`src/rtl/filters_pkg.sv`:
```
// filters_pkg: shared width derivation, pipeline-depth bounds and saturation limits
// for the filter multiply-accumulate blocks.
package filters_pkg;
    localparam int MIN_STAGE = 2;
    localparam int MAX_STAGE = 6;

    function automatic int prod_width(input int w0, input int w1);
        return w0 + w1;
    endfunction

    function automatic logic signed [63:0] sat_max(input int w);
        return (64'sd1 <<< (w - 1)) - 64'sd1;
    endfunction

    function automatic logic signed [63:0] sat_min(input int w);
        return -(64'sd1 <<< (w - 1));
    endfunction
endpackage

```
`src/rtl/filters_mac_round_sat.sv`:
```
// filters_mac_round_sat: round-half-up arithmetic shift of the accumulator, then
// clamp (or truncate) to the signed output width.
module filters_mac_round_sat
    import filters_pkg::*;
#(
    parameter int ACC_WIDTH  = 40,
    parameter int DOUT_WIDTH = 32,
    parameter int SHIFT      = 0,
    parameter int SAT_EN     = 1
)(
    input  logic [ACC_WIDTH-1:0]  acc,
    output logic [DOUT_WIDTH-1:0] res,
    output logic                  sat
);
    localparam int W  = ACC_WIDTH + 1 > DOUT_WIDTH ? ACC_WIDTH + 1 : DOUT_WIDTH;
    localparam int RS = SHIFT > 0 ? SHIFT - 1 : 0;
    localparam logic signed [ACC_WIDTH:0] RND = (ACC_WIDTH+1)'(SHIFT > 0 ? 64'd1 << RS : 64'd0);
    localparam logic signed [W-1:0] MAXV = W'(sat_max(DOUT_WIDTH));
    localparam logic signed [W-1:0] MINV = W'(sat_min(DOUT_WIDTH));

    logic signed [ACC_WIDTH:0] t;
    logic signed [W-1:0]       s;
    logic                      hi, lo;

    // one extra bit so the rounding add cannot overflow
    always_comb begin
        t   = $signed({acc[ACC_WIDTH-1], acc}) + RND;
        s   = W'(t >>> SHIFT);
        hi  = SAT_EN != 0 && s > MAXV;
        lo  = SAT_EN != 0 && s < MINV;
        sat = hi || lo;
        res = hi ? MAXV[DOUT_WIDTH-1:0] : lo ? MINV[DOUT_WIDTH-1:0] : s[DOUT_WIDTH-1:0];
    end
endmodule

```
`src/rtl/filters_mac_pipe.sv`:
```
// filters_mac_pipe: pipelined signed x unsigned multiply-accumulate with framed sums,
// configurable latency, rounding shift and sticky saturation flag.
module filters_mac_pipe
    import filters_pkg::*;
#(
    parameter int DIN0_WIDTH = 16,
    parameter int DIN1_WIDTH = 16,
    parameter int ACC_WIDTH  = 40,
    parameter int DOUT_WIDTH = 32,
    parameter int SHIFT      = 0,
    parameter int NUM_STAGE  = 3,
    parameter int SAT_EN     = 1
)(
    input  logic                  ap_clk,
    input  logic                  ap_rst_n,
    input  logic                  ce,
    input  logic                  in_valid,
    input  logic                  acc_clr,
    input  logic                  acc_last,
    input  logic [DIN0_WIDTH-1:0] din0,
    input  logic [DIN1_WIDTH-1:0] din1,
    input  logic                  ovf_clr,
    output logic                  out_valid,
    output logic [DOUT_WIDTH-1:0] dout,
    output logic                  ovf
);
    localparam int PW = prod_width(DIN0_WIDTH, DIN1_WIDTH);
    localparam int NS = NUM_STAGE < MIN_STAGE ? MIN_STAGE : NUM_STAGE > MAX_STAGE ? MAX_STAGE : NUM_STAGE;

    logic signed [PW-1:0]        prod;
    logic signed [ACC_WIDTH-1:0] acc;
    logic                        pv, pclr, plast, lv;
    logic [ACC_WIDTH:0]          tap;
    logic [DOUT_WIDTH-1:0]       res;
    logic                        sat;

    // stage 1 registers the product, stage 2 folds it into the running sum
    always_ff @(posedge ap_clk or negedge ap_rst_n) begin
        if (!ap_rst_n) begin
            pv    <= 1'b0;
            pclr  <= 1'b0;
            plast <= 1'b0;
            prod  <= '0;
            lv    <= 1'b0;
            acc   <= '0;
        end else if (ce) begin
            pv    <= in_valid;
            pclr  <= acc_clr;
            plast <= acc_last;
            prod  <= PW'($signed(din0)) * PW'($signed({1'b0, din1}));
            lv    <= pv && plast;
            if (pv)
                acc <= pclr ? ACC_WIDTH'(prod) : acc + ACC_WIDTH'(prod);
        end
    end

    generate
        if (NS > 2) begin : g_dly
            logic [NS-3:0][ACC_WIDTH:0] d;
            always_ff @(posedge ap_clk or negedge ap_rst_n) begin
                if (!ap_rst_n)
                    d <= '0;
                else if (ce) begin
                    d[0] <= {lv, acc};
                    for (int i = 1; i < NS - 2; i++)
                        d[i] <= d[i-1];
                end
            end
            assign tap = d[NS-3];
        end else begin : g_nodly
            assign tap = {lv, acc};
        end
    endgenerate

    filters_mac_round_sat #(
        .ACC_WIDTH (ACC_WIDTH),
        .DOUT_WIDTH(DOUT_WIDTH),
        .SHIFT     (SHIFT),
        .SAT_EN    (SAT_EN)
    ) u_round_sat (
        .acc(tap[ACC_WIDTH-1:0]),
        .res(res),
        .sat(sat)
    );

    // ovf_clr acts even while the pipeline is frozen; a coincident set wins
    always_ff @(posedge ap_clk or negedge ap_rst_n) begin
        if (!ap_rst_n) begin
            out_valid <= 1'b0;
            dout      <= '0;
            ovf       <= 1'b0;
        end else begin
            ovf <= (ovf && !ovf_clr) || (ce && tap[ACC_WIDTH] && sat);
            if (ce) begin
                out_valid <= tap[ACC_WIDTH];
                if (tap[ACC_WIDTH])
                    dout <= res;
            end
        end
    end
endmodule

```
`config.mk`:
```
export PLATFORM = sky130hd
export DESIGN_NAME = filters_mac_pipe
export DESIGN_NICKNAME = d
export VERILOG_FILES = /design/src/rtl/filters_pkg.sv /design/src/rtl/filters_mac_round_sat.sv /design/src/rtl/filters_mac_pipe.sv
export SDC_FILE = /design/constraint.sdc
export NUM_CORES = 1
export LEC_CHECK = 0
export BUFFER_PORTS_ARGS = -buffer_cell sky130_fd_sc_hd__clkbuf_2
export CORE_MARGIN = 2
export CORE_UTILIZATION = 36
export DETAILED_ROUTE_END_ITERATION = 7
export HOLD_SLACK_MARGIN = 0.03
export SYNTH_ARGS = -nofsm -noshare
export SYNTH_HDL_FRONTEND = slang
export SYNTH_SLANG_ARGS = --single-unit
```
`constraint.sdc`:
```
create_clock -name ap_clk -period 3.7 [get_ports ap_clk]
set_clock_uncertainty 0.2 [all_clocks]
set_input_delay 0.555 -clock ap_clk [delete_from_list [all_inputs] [get_ports ap_clk]]
set_output_delay 0.555 -clock ap_clk [all_outputs]
set_load 0.02 [all_outputs]
```
Yosys cells after proc, flatten, opt, wreduce, memory -nomap -nowiden
Cells that the tools add are included.
{ "word_totals": {"wordCells": 26, "in_bits": 39, "ff_bits": 151} }
{ "op_classes": {"multipliers": 1, "n_lt_le_gt_ge": 2, "reduce_logical": 9, "mux": 3, "addsub": 1} }
{ "op_table": {"columns": ["cell", "n"], "rows": [
  ["two-way mux 32 bit", 2],
  ["adder 40 x 32 -> 40 bit", 1],
  ["greater-than comparator 40 x 32 -> 1 bit, second input constant", 1],
  ["< comparator 40 x 32 -> 1 bit, second input constant", 1],
  ["two-way mux 40 bit", 1],
  ["multiplier 16 x 17 -> 32 bit", 1],
  ["logical AND 1 bit", 4],
  ["AND reduction 2 bit", 2],
  ["logical OR 1 bit", 2],
  ["zero test 1 bit", 1]
]} }

Depth between registers and ports, before layout
{ "logic_depth": {"depth_word": 4, "ltp_mapped": 24, "depth_no_buf": 23} }

By module
From an unflattened synthesis, not the netlist that was laid out.
{ "unflattened": {"hier_cells": 1842, "area_unflattened_um2": 17340.4} }
{ "by_module_without_submodules": {"columns": ["module", "area_per_inst_um2", "seq_area_each_um2", "instances", "cells_each"], "rows": [
  ["filters_mac_pipe", 16683.5, 3778.6, 1, 1761],
  ["filters_mac_round_sat", 656.9, 0.0, 1, 81]
]} }

Worst setup path before layout
No wires, ideal clock.
{ "synth_timing": {"kind": "input to register", "start": "input port din0[6]", "end": "register prod[26]", "path_slack_ps": -2530, "setup_ps": 126, "required_time_ps": 3374, "path_buffers": 1, "path_stages": 23, "arrival_ps": 5904, "cell_sequence": "clkbuf_1 -> and2_1 -> fa_1 -> inv_1 -> fa_1 -> fa_1 -> fa_1 -> inv_1 -> fa_1 -> inv_1 -> fa_1 -> inv_1 -> ha_1 -> a21oi_1 -> o21ai_0 -> a21oi_1 -> nand2b_1 -> a31oi_1 -> o21ai_1 -> o2111a_1 -> nor2_2 -> o21ai_0 -> a221o_1"} }
{ "synth_between": {"elab_chain_cells": 1} }
{ "synth_lines": {"columns": ["item", "line", "rtl"], "rows": [
  ["start, declared", "filters_mac_pipe.sv:20", "input logic [DIN0_WIDTH-1:0] din0,"],
  ["multiplier 16 x 17 -> 32 bit", "filters_mac_pipe.sv:50", "prod <= PW'($signed(din0)) * PW'($signed({1'b0, din1}));"],
  ["end signal, assigned", "filters_mac_pipe.sv:50", null],
  ["end, declared", "filters_mac_pipe.sv:30", "logic signed [PW-1:0] prod;"]
]} }
No other way between the ends.
A chain may end at the register's enable or synchronous reset.

Worst setup path in the final report
{ "layout_timing": {"start": "input port din0[10]", "end": "register prod[29]"} }
The elaborated chain is that of the path after synthesis.

==> impl_metrics.tcl <==
set metrics [dict create \
    cts_num_sinks 151 \
    fmax_ghz 0.1741 \
    placed_area_um2 19240 \
    slew-limit-headroom_pct 34.03 \
    async_flop_share_pct 100.0 \
    syn_area_um2 16970 \
    drc 0 \
    wl_per_cell_um 15.51 \
    dr.first_iter.drc_count 688 \
    arrival_ns 5.85 \
    rr_worst_depth 13 \
    cp-startpoint "din0[10]" \
    final-setup-viol-count 26 \
    grt_start_max_net_pins 66 \
    crit_fanout 5 \
    antenna_left 0 \
    start_util_pct 36.45 \
    ios 73 \
    r2r-start "acc[0]$_DFFE_PN0P_" \
    syn_inst 1831 \
    violations "setup timing" \
    hold_viol 0 \
    finalInstanceArea_um2 20770 \
    crit_type "input pin to flop" \
    dieArea_um2 48900 \
    syn-mean-instance-area_um2 9.269 \
    dp_hpwl_um 32720 \
    rsz0062_at_grt "true" \
    worstSetupEndpoint "prod[29]$_DFFE_PN0P_" \
    min_path_type "input pin to flop" \
    coreArea_um2 46560 \
    cts_tree "yes" \
    antenna_found_initial 0 \
    finalNetCount 2407 \
    numCtsBuffers 17 \
    clock_latency_ns 0.43 \
    cts-root-buf "clkbuf_16" \
    crit_path_frequent_cell "fa_1" \
    cts_buffer_depth 2 \
    ys_top_cells_by_count "inv_1, nand2_1, fa_1, ha_1, dfrtp_1" \
    r2r_end "acc[34]$_DFFE_PN0P_" \
    ys_seq_area_share_pct 22.26 \
    detail_route.first_pass.iterations 5 \
    synth.area.top_cells "fa_1, dfrtp_1, ha_1, inv_1, nand2_1" \
    fp.dieW_um 221.1 \
    slowest_stage "fa_1" \
    grtUsageTotal_pct 17.52 \
    yosys.cell_types.count 72 \
    fin_crit_sh_pct 155.3 \
    slowest_delay_ns 0.54 \
    viasPerCell 5.033 \
    max-cap-violations 0 \
    start_kind "input pin" \
    syn_nets 2221 \
    critPathCaptureType "flop" \
    fin_ws_ns -2.045 \
    diodes 0 \
    grt_first_pass_wirelength_um 70990 \
    reg2reg_slack_ns 0.30 \
    rows 79 \
    yosysMostFrequentCell "inv_1" \
    cts.htree.levels 4 \
    tightest_slew_ns 0.9861 \
    layout-drive-gt1-share_pct 25.87 \
    synthFlopType "dfrtp_1" \
    clk_pin_slew_ns 0.06 \
    portBuffers 72 \
    yosys.area.top_type "fa_1" \
    synth_edf_count 0 \
    finalCriticalPeriod_ns 5.745 \
    ys_warn_count 0 \
    synth.top_cell.area_share_pct 23.00 \
    grt_pass1_vias 14280 \
    drt_wl_total_um 40880 \
    gp_congestion 0.8447 \
    die_y_um 221.1 \
    status "finished, violations left" \
    worstPathCellList "buf_8 -> and2_4 -> fa_1 -> inv_2 -> fa_1 -> inv_1 -> fa_1 -> fa_1 -> fa_1 -> inv_2 -> fa_1 -> inv_2 -> ha_4 -> nand4_1 -> nor4b_4 -> o21ai_2 -> buf_4 -> o21ai_4 -> a21o_1 -> a21oi_2 -> xnor2_1 -> mux2_4" \
    report.final.slew_viol_count 0 \
    grt_overflow 0 \
    area_growth_pct 22.38 \
    vias 13270 \
    cp_data_required_time_ns 3.81 \
    synth_seq_cells 151 \
]
[registers in the layout, indices dropped and copies added, names as in the netlist]
register   cells
ovf            1
dout          32
lv             1
prod          32
out_valid      1
acc           40
plast          1
pclr           1
pv             1
g_dly.d       41
[metrics by stage]
step,cells,setup slack (ns),hold slack [ns],util (%),TNS [ns]
floorplan,1831,-2.130,0.05941,-,-43.26
global placement,2577,-2.614,0.2682,41.33,-56.97
detailed placement,2577,-2.627,0.2709,41.33,-58.07
CTS,2629,-1.988,0.1007,44.00,-41.40
global route,2636,-2.180,0.1169,44.61,-45.39
finish,2636,-2.045,0.1088,44.61,-41.00
[worst min path at each step]
stage | from | to | depth (start not counted)
finish | ovf_clr | ovf$_DFF_PN0_ | 2
global route | ovf_clr | ovf$_DFF_PN0_ | 2
CTS | ovf_clr | ovf$_DFF_PN0_ | 2
detailed placement | dout[5]$_DFFE_PN0P_ | dout[5]$_DFFE_PN0P_ | 2
global placement | dout[10]$_DFFE_PN0P_ | dout[10]$_DFFE_PN0P_ | 2
floorplan | ap_rst_n | acc[0]$_DFFE_PN0P_ | 0
[critical path, delay by kind of cell]
kind,cells,cell delay [ns]
adders and majority gates,7,3.35
xor gates and xnor gates,1,0.11
buffers and inverters,6,0.44
and+or+nand+nor,3,0.70
AOI/OAI and AO/OA,4,0.44
muxes,1,0.25
[per-layer routing]
| layer | global-route usage [%] | wire [µm] |
|---|---|---|
| met1 | 22.45 | 17980 |
| met2 | 31.13 | 20670 |
| met3 | 2.324 | 1389 |
| met4 | 4.460 | 846 |
| met5 | 0 | 0 |
[cells in the final DEF, fill, tap and decap left out, drive strengths merged, types with 38 or more instances in the layout]
master,instances
o21ai,106
ha,156
dfrtp,151
clkbuf,81
xnor2,38
nor2,60
nand2,233
buf,192
and2,120
a21oi,127
fa,195
inv,258
a21o,49
mux2,68
[final cells by class]
type / count / area, µm²
clock buffer: 20 / 446.7
clock inverter: 11 / 195.2
fill: 4380 / 25790
inverter: 256 / 960.9
multi-input combinational: 1337 / 12530
sequential: 151 / 3780
tap: 607 / 759.5
timing repair buffer: 254 / 2100
[cells by family (layout without fill, tap and decap cells)]
logic type / count (synthesis) / after routing / share of synthesized area (%)
compound gates: 363 / 363 / 13.65
buf+inv: 343 / 541 / 7.903
fa+ha+maj: 351 / 351 / 34.50
mux: 71 / 71 / 4.689
xor+xnor: 59 / 59 / 3.045
simple gates: 493 / 493 / 13.94
flops: 151 / 151 / 22.26
[what timing repair did]
action | CTS | global route
pin swaps | 84 | 61
gates resized for setup | 116 | 65
hold buffers | 1 | 0
buffers inserted | 21 | 10
endpoints found under the setup margin | 27 | 27
hold endpoints to repair | 52 | 0
Power is not shown: default switching activity piles up to over one toggle a cycle in this logic, so the estimate is an artifact.
